**src/rtl/instr_fetch_seq.sv**
```systemverilog
// Purpose : instruction fetch sequencer. It holds the PC and IR, issues imem reads and computes the next PC.
// Latency : 1 cycle from the first imem_req cycle to instr_valid. The next fetch starts on the edge after exec_done.
// Backpressure: imem_req and imem_addr are held stable until imem_ack. EXEC is held until exec_done.
//
// Ports:
//   clk, rst            - clock; synchronous active-high reset
//   NPCOp, IMM          - next-PC select (00/11 PLUS4, 01 BRANCH, 10 JUMP) and immediate field
//   exec_done           - core finished current instruction (sampled in EXEC only)
//   imem_req/addr/ack/rdata - instruction memory read handshake
//   instr, Op, Funct    - instruction register and its opcode/function slices
//   instr_valid         - IR holds the instruction at PC
//   PC                  - current program counter
//   fetch_err           - sticky fetch timeout flag
// Optional feature: define FETCH_TIMEOUT_EN to enable the 16-cycle fetch timeout and the HALT state.
module instr_fetch_seq (
  input  logic        clk,
  input  logic        rst,
  input  logic [1:0]  NPCOp,
  input  logic [25:0] IMM,
  input  logic        exec_done,
  output logic        imem_req,
  output logic [31:0] imem_addr,
  input  logic        imem_ack,
  input  logic [31:0] imem_rdata,
  output logic [31:0] instr,
  output logic [5:0]  Op,
  output logic [5:0]  Funct,
  output logic        instr_valid,
  output logic [31:0] PC,
  output logic        fetch_err
);

  localparam logic [31:0] RESET_PC = 32'h0000_3000;

  typedef enum logic [1:0] {
    IDLE  = 2'd0,
    FETCH = 2'd1,
    EXEC  = 2'd2,
    HALT  = 2'd3
  } state_t;

  state_t      state, state_nxt;
  logic [31:0] pc_q, ir_q;
  logic        pc_ld, ir_ld;
  logic [31:0] pc4, npc;

`ifdef FETCH_TIMEOUT_EN
  logic [4:0]  tmo_cnt, tmo_cnt_nxt;
  logic        err_q, err_set;
`endif

  // Next-PC arithmetic; all sums wrap modulo 2^32.
  always_comb begin
    pc4 = pc_q + 32'd4;
    case (NPCOp)
      2'b01:   npc = pc4 + {{14{IMM[15]}}, IMM[15:0], 2'b00};
      2'b10:   npc = {pc4[31:28], IMM, 2'b00};
      default: npc = pc4;
    endcase
  end

  always_ff @(posedge clk) begin
    if (rst) begin
      state <= IDLE;
      pc_q  <= RESET_PC;
      ir_q  <= 32'h0000_0000;
    end else begin
      state <= state_nxt;
      if (pc_ld) pc_q <= npc;
      if (ir_ld) ir_q <= imem_rdata;
    end
  end

`ifdef FETCH_TIMEOUT_EN
  always_ff @(posedge clk) begin
    if (rst) begin
      tmo_cnt <= 5'd0;
      err_q   <= 1'b0;
    end else begin
      tmo_cnt <= tmo_cnt_nxt;
      if (err_set) err_q <= 1'b1;
    end
  end
`endif

  always_comb begin
    state_nxt   = state;
    pc_ld       = 1'b0;
    ir_ld       = 1'b0;
    imem_req    = 1'b0;
    instr_valid = 1'b0;
`ifdef FETCH_TIMEOUT_EN
    tmo_cnt_nxt = tmo_cnt;
    err_set     = 1'b0;
`endif
    case (state)
      IDLE: begin
        state_nxt = FETCH;
`ifdef FETCH_TIMEOUT_EN
        tmo_cnt_nxt = 5'd0;
`endif
      end
      FETCH: begin
        imem_req = 1'b1;
        if (imem_ack) begin
          // An ack in the final waiting cycle still wins over the timeout.
          ir_ld     = 1'b1;
          state_nxt = EXEC;
        end
`ifdef FETCH_TIMEOUT_EN
        else begin
          tmo_cnt_nxt = tmo_cnt + 5'd1;
          // The count reaches 16 on this edge: this was the 16th cycle without an ack.
          if (tmo_cnt == 5'd15) begin
            state_nxt = HALT;
            err_set   = 1'b1;
          end
        end
`endif
      end
      EXEC: begin
        instr_valid = 1'b1;
        if (exec_done) begin
          pc_ld     = 1'b1;
          state_nxt = FETCH;
`ifdef FETCH_TIMEOUT_EN
          tmo_cnt_nxt = 5'd0;
`endif
        end
      end
      HALT: begin
        state_nxt = HALT;
      end
    endcase
  end

  assign imem_addr = pc_q;
  assign PC        = pc_q;
  assign instr     = ir_q;
  assign Op        = ir_q[31:26];
  assign Funct     = ir_q[5:0];

`ifdef FETCH_TIMEOUT_EN
  assign fetch_err = err_q;
`else
  assign fetch_err = 1'b0;
`endif

endmodule

```
**config.mk**
```make
export PLATFORM = sky130hd
export DESIGN_NAME = instr_fetch_seq
export DESIGN_NICKNAME = d
export VERILOG_FILES = /design/src/rtl/instr_fetch_seq.sv
export SDC_FILE = /design/constraint.sdc
export NUM_CORES = 1
export LEC_CHECK = 0
export ABC_AREA = 1
export CELL_PAD_IN_SITES_DETAIL_PLACEMENT = 1
export CELL_PAD_IN_SITES_GLOBAL_PLACEMENT = 2
export CORE_MARGIN = 3
export CORE_UTILIZATION = 27
export CTS_BUF_LIST = sky130_fd_sc_hd__clkbuf_4 sky130_fd_sc_hd__clkbuf_8
export CTS_CLUSTER_DIAMETER = 60
export DETAILED_ROUTE_END_ITERATION = 8
export PLACE_DENSITY_LB_ADDON = 0.1
export SLEW_MARGIN = 20
export SYNTH_ARGS = -nofsm -noshare
export SYNTH_HDL_FRONTEND = slang
export SYNTH_SLANG_ARGS = --single-unit
```
**constraint.sdc**
```tcl
create_clock -name clk -period 4.6 [get_ports clk]
set_input_delay 0.92 -clock clk [delete_from_list [all_inputs] [get_ports clk]]
set_output_delay 0.92 -clock clk [all_outputs]
set_load 0.1 [all_outputs]
```
# Word level (Yosys, flattened, before mapping)
# Cells that the tools add are included.
[word_totals]
in_bits = 64
romBits = 0
out_inout_bits = 111
wordCells = 24
mem_bits_rw = 0
ff_bits = 66
latchBits = 0
memories = 0
[op_classes]
n_eq_ne = 7
muxes = 10
n_mul = 0
n_lt_le_gt_ge = 0
shift = 0
n_bitwise = 0
reduce_logical = 2
n_addsub = 2
div = 0
[ops]
columns = ["cell", "count"]
rows = [
  ["32-bit case mux with 2 select lines", 1],
  ["32-bit by 3-bit adder with 32-bit output, second input constant", 1],
  ["32-bit adder", 1],
  ["2-bit case mux with 4 select lines", 1],
  ["2-bit equality test, second input constant", 3],
  ["1-bit 2-to-1 mux", 6],
  ["2-bit by 1-bit equality test with 1-bit output, second input constant", 2],
  ["2-bit 2-to-1 mux", 2],
  ["2-bit inequality test, second input constant", 2],
  ["2-bit zero test", 1],
  ["2-bit AND reduction", 1],
]

# Depth between registers and ports, before layout
[depth]
ltp_word = 3
ltp_mapped = 22
depth_no_buf = 22

# Worst setup path after synthesis
# OpenSTA, ideal clock, no wires.
[synth_timing]
kind = "reg-to-reg"
start = "reg pc_q[2] (netlist: PC[2])"
end = "reg pc_q[29] (netlist: PC[29])"
t_required_ns = 4.529
n_path_buf = 0
synth_period_minus_slack_ns = 3.566
arrival_ns = 3.494
path_slack_ns = 1.034
stages_incl_launch_ff = 20
setup_time_ns = 0.071
cell_sequence = "dfxtp_1 ha_1 nand3_2 inv_1 nand4_1 nor2_1 nand3_1 o21ai_0 inv_1 ha_1 nand2_1 nand2_1 o21bai_1 a21oi_1 nor2_1 nor2_1 nand2_1 nand2_1 nand3_1 a21oi_1"
[synth_between]
elab_chain_len = 3
[synth_rtl]
columns = ["element", "line", "text"]
rows = [
  ["from (decl)", "43", "logic [31:0] pc_q, ir_q;"],
  ["from (signal assigned)", "69", "if (pc_ld) pc_q <= npc;"],
  ["32-bit by 3-bit adder with 32-bit output (*)", "54", "pc4 = pc_q + 32'd4;"],
  ["32-bit adder", "56", "2'b01: npc = pc4 + {{14{IMM[15]}}, IMM[15:0], 2'b00};"],
  ["32-bit case mux with 2 select lines (*)", "55", "case (NPCOp)"],
]
# Mark *: on every way between the ends. The rest lies on a longest branch, timed or not.
# A chain may end at the register's enable or synchronous reset.

# Final worst setup path
[layout_timing]
start = "reg pc_q[3] (netlist: PC[3])"
end = "reg pc_q[21] (netlist: PC[21])"
# Same word-level chain as after synthesis.

==> results by stage <==
Logic synthesis:
- In the post-synthesis netlist, the biggest area contributors are sky130_fd_sc_hd__nand2_1 22%, sky130_fd_sc_hd__dfxtp_1 21%, sky130_fd_sc_hd__a21oi_1 9.7%, sky130_fd_sc_hd__inv_1 8.6%, sky130_fd_sc_hd__ha_1 7.4%.
- The fraction of post-synthesis cell area in the top cell type by area is 21.7%.
- The count of state elements after synthesis is 64.
- Among all cell types in the netlist, the one instantiated most often is sky130_fd_sc_hd__nand2_1.
- During synthesis, Yosys emitted a total of 0 warnings.
- Sequential cells were found to cover 20.6% of the synthesized design area.
- The count of flip-flops with a built-in enable after synthesis is 0.
- The netlist uses 41 different library cells.
- The mapped netlist covers 0.00622 mm².
- Dividing the synthesized area by the synthesized cell count gives 5.81 µm².
- The share of synthesized flip-flops with an asynchronous set or reset is 0%.
- The cell type contributing the most total cell area after synthesis is sky130_fd_sc_hd__nand2_1.
- The dominant synthesized flop cell is sky130_fd_sc_hd__dfxtp_1.
- The gate count of the mapped netlist is 1071.
- After synthesis, the most frequently instantiated cells are 359 x sky130_fd_sc_hd__nand2_1, 143 x sky130_fd_sc_hd__inv_1, 120 x sky130_fd_sc_hd__a21oi_1.

Power:
- For this design the static power due to leakage is 3.68 nW.
- Per report_power, the clock group accounts for 29.7% of the total.
- Of the total power, registers draw 33.0%.
- Net switching is 40.6% of the power.
- The largest voltage drop on the vdd net is 0.000119 V.
- Dividing total power by cell area gives a power density of 224 mW/mm².
- The switching power summed over all nets is 0.734 mW.
- The internal portion of the total power is 1.08 mW.
- The combinational share of power is 37.3%.

Cells and area:
- The final net count is 1288.
- With fillers left out, the area of the finished cells amounts to 0.00807 mm².
- The count of placed standard cells in the final layout, fillers left out is 1469.
- The count of inserted antenna diode cells is 0.
- The post-route netlist has 4.71% of its cells at a drive strength greater than 1.
- The area growth from synthesis to layout is 29.7%.

CTS:
- The CTS buffer count is 9.
- After clock tree synthesis, the clock-pin slew on the worst setup and hold paths is 0.07 ns.
- The clock tree root driver cell is sky130_fd_sc_hd__clkbuf_8.
- The clock passes through at most 2 buffers.
- The clock insertion delay at the later pin of the skew report is 0.35 ns.
- Clock tree synthesis found a total of 64 sinks.
- In this run the number of H-tree levels came out at 3.
- TritonCTS built the clock tree.
- The number of gates resized after CTS was 0.
- For this design, the CTS-stage hold fixing added 0 buffers.
- The number of buffers inserted to repair setup after CTS is 0.

STA:
- In this run the tightest slew margin relative to its limit is 28.4%.
- The worst hold slack is 0.464 ns.
- The highest achievable clock rate is 0.270 GHz.
- Subtracting the final worst setup slack from the clock period gives 3.70 ns.
- The total setup violations reported at the end of the flow is 0.
- The max-slew violation count is 0.
- The clock arrives with 0.00815 ns of skew.
- The count of endpoints failing hold in the final timing report is 0.
- Across all setup checks in the final design, the least slack found is 0.897 ns.
- Setup repair after global routing left no endpoint under its margin.
- For the pin with the worst max-slew slack, the measured transition is 1.07 ns.
- The fraction of the cycle the final worst path needs is 80.5%.
- Adding up every negative setup slack in the final design gives 0 ns.

Flow run:
- The max-cap check violation count is 0.

Worst setup path:
- The startpoint identified for the worst register-to-register timing path is PC[3].
- Measured in cells, the most critical reg-to-reg path has a length of 20.
- STA puts the critical path data arrival time at 3.91 ns.
- The largest driver fanout on the critical path is 5.
- In this run the register-to-register setup slack is 0.90 ns.
- The worst setup path is launched from a flip-flop.
- The critical path endpoint category is a flip-flop.
- The worst setup path is of the reg -> reg kind.
- The critical path required time is 4.80 ns.
- The destination of the worst register-to-register timing path is PC[21].

Placed design:
- The cell area after placement is 0.00786 mm².
- The quantity of I/O buffers inserted on ports is 169.
- The worst setup slack before clock tree synthesis is 0.675 ns.
- The final RePlAce weighted congestion is 0.829.
- The number of placed instances with taps included is 1455.
- Detailed placement finished with a half-perimeter wire length of 21100 µm.

Detailed routing:
- Summed over all layers, the routed wires come to 25800 µm.
- Once detail routing completed, the nets flagged for antenna violations numbered 0.
- In the detailed route, the total length drawn on met3 is 857 µm.
- The routed length per placed instance is 17.6 µm.
- In this run, the number of DRC markers left after iteration 0 of detailed routing was 322.
- For this run, design rule violations remaining after detail routing come to 0.
- The routed wire length on met2 is 12000 µm.
- The detailed-routing wirelength on met1 is 12700 µm.
- The ratio of routed vias to standard cells is 4.76.
- The via count is 6992.
- Routed signal wires occupy layers up through met4.
- The iteration count of the initial detailed-routing pass is 4.

Global route:
- The global router's overall resource usage is 20.4%.
- The pin count of the biggest net entering global routing is 52.
- The residual overflow from global routing is 0.
- The number of antenna violations at the first check in global routing came to 0.
- The number of global-route vias before repair was 7059.
- The first global-routing pass estimated 39600 µm of wire.

Die:
- The core region is 0.0222 mm².
- The die outline width is 158 µm.
- The floorplan has 54 rows.
- The effective utilization at floorplan is 28.0%.
- The die extent in y is 158 µm.
- The floorplan step defined a die boundary enclosing 0.0249 mm².
- The top-level port count is 175.

Status:
- The run finished with clean final reports.

Min path:
- The capture endpoint of the worst hold path is instr[23].
- Along the worst hold path, the cell count comes to 2.
- The type of the tightest min-delay check is reg -> reg.
- The startpoint identified for the worst hold timing path is instr[23].
how the worst max path moves through the flow:
stage | from | end | slack (ns)
6_report | PC[3] | PC[21] | 0.90
5_1_grt | PC[3] | PC[21] | 0.44
4_1_cts | PC[2] | PC[21] | 0.90
3_5_place_dp | IMM[15] | PC[22] | 0.67
3_3_place_gp | IMM[15] | PC[22] | 0.74
2_1_floorplan | PC[2] | PC[29] | 1.03
kinds of logic after synthesis:
| group | share of synthesized area, % |
|---|---|
| DFF | 20.6 |
| adders and majority gates | 7.76 |
| buffers and inverters | 16.3 |
| AOI/OAI and AO/OA | 14.8 |
| and+or+nand+nor | 37.5 |
| other | 0.0603 |
| xor gates and xnor gates | 3.10 |
per-stage QoR:
stage / util [%] / power [mW]
2_1_floorplan: - / 1.09
3_3_place_gp: 35.3 / 1.29
3_5_place_dp: 35.3 / 1.29
4_1_cts: 36.3 / 1.83
5_1_grt: 36.3 / 1.90
6_report: 36.3 / 1.81
layout by cell type, fill, tap and decap left out, types with 2 or more instances in the layout:
master / instances
sky130_fd_sc_hd__a21boi_0: 2
sky130_fd_sc_hd__a21oi_1: 120
sky130_fd_sc_hd__a31oi_1: 2
sky130_fd_sc_hd__and2_1: 2
sky130_fd_sc_hd__buf_4: 7
sky130_fd_sc_hd__bufinv_16: 2
sky130_fd_sc_hd__clkbuf_8: 10
sky130_fd_sc_hd__clkdlybuf4s50_1: 168
sky130_fd_sc_hd__clkinv_2: 2
sky130_fd_sc_hd__conb_1: 5
sky130_fd_sc_hd__dfxtp_1: 64
sky130_fd_sc_hd__ha_1: 37
sky130_fd_sc_hd__inv_1: 143
sky130_fd_sc_hd__nand2_1: 359
sky130_fd_sc_hd__nand2_2: 4
sky130_fd_sc_hd__nand3_1: 62
sky130_fd_sc_hd__nand3_2: 2
sky130_fd_sc_hd__nand3b_1: 3
sky130_fd_sc_hd__nand4_1: 16
sky130_fd_sc_hd__nor2_1: 68
sky130_fd_sc_hd__nor2_2: 9
sky130_fd_sc_hd__nor2_4: 2
sky130_fd_sc_hd__nor3_1: 7
sky130_fd_sc_hd__nor3_2: 6
sky130_fd_sc_hd__o211ai_1: 3
sky130_fd_sc_hd__o21ai_0: 37
sky130_fd_sc_hd__o21ai_1: 2
sky130_fd_sc_hd__o21bai_1: 3
sky130_fd_sc_hd__or2_2: 8
sky130_fd_sc_hd__xnor2_1: 9
sky130_fd_sc_hd__xor2_1: 13
final cells by class:
cell class              instances  area, µm²
flip-flops and latches         64       1280
clock buffers                  10        138
well taps                     280        350
fillers                      2938      14200
repair buffers                176       1740
inverters                     145        544
clock inverters                 4       70.1
multi-input cells             790       3940
flip-flops by register name, summed over array words and instances (netlist names):
name   count
instr     32
PC        30
state      2
critical path, cell delays in order, from the launching register on:
cell and delay, ns:
sky130_fd_sc_hd__dfxtp_1 0.45, sky130_fd_sc_hd__ha_1 0.30, sky130_fd_sc_hd__nand3_2 0.17, sky130_fd_sc_hd__inv_1 0.14, sky130_fd_sc_hd__nand4_1 0.17, sky130_fd_sc_hd__nor2_1 0.13, sky130_fd_sc_hd__nand3_1 0.12, sky130_fd_sc_hd__o21ai_0 0.26
sky130_fd_sc_hd__inv_1 0.14, sky130_fd_sc_hd__ha_1 0.36, sky130_fd_sc_hd__nand2_1 0.08, sky130_fd_sc_hd__nor2_1 0.23, sky130_fd_sc_hd__nand2_1 0.08, sky130_fd_sc_hd__inv_1 0.16, sky130_fd_sc_hd__nand4_1 0.22, sky130_fd_sc_hd__nand3_1 0.15
sky130_fd_sc_hd__nand2_1 0.05, sky130_fd_sc_hd__nand3_1 0.12, sky130_fd_sc_hd__nand2_1 0.07, sky130_fd_sc_hd__nand2_1 0.08, sky130_fd_sc_hd__a21oi_1 0.07
layer usage:
| layer | vias to the layer above | track usage, % |
|---|---|---|
| met4 | 0 | 2.93 |
| met5 | - | 0 |
| met3 | 18 | 2.57 |
| met1 | 3256 | 28.7 |
| li1 | 3588 | - |
| met2 | 130 | 34.1 |
power groups by stage:
stage	Clock [mW]	Combinational [mW]	Sequential (mW)
CTS	0.551	0.681	0.598
floorplan	0	0.344	0.747
global route	0.571	0.727	0.601
finish	0.537	0.675	0.598
detailed placement	0	0.678	0.611
global placement	0	0.679	0.610
(Power assumes the default switching activity.)
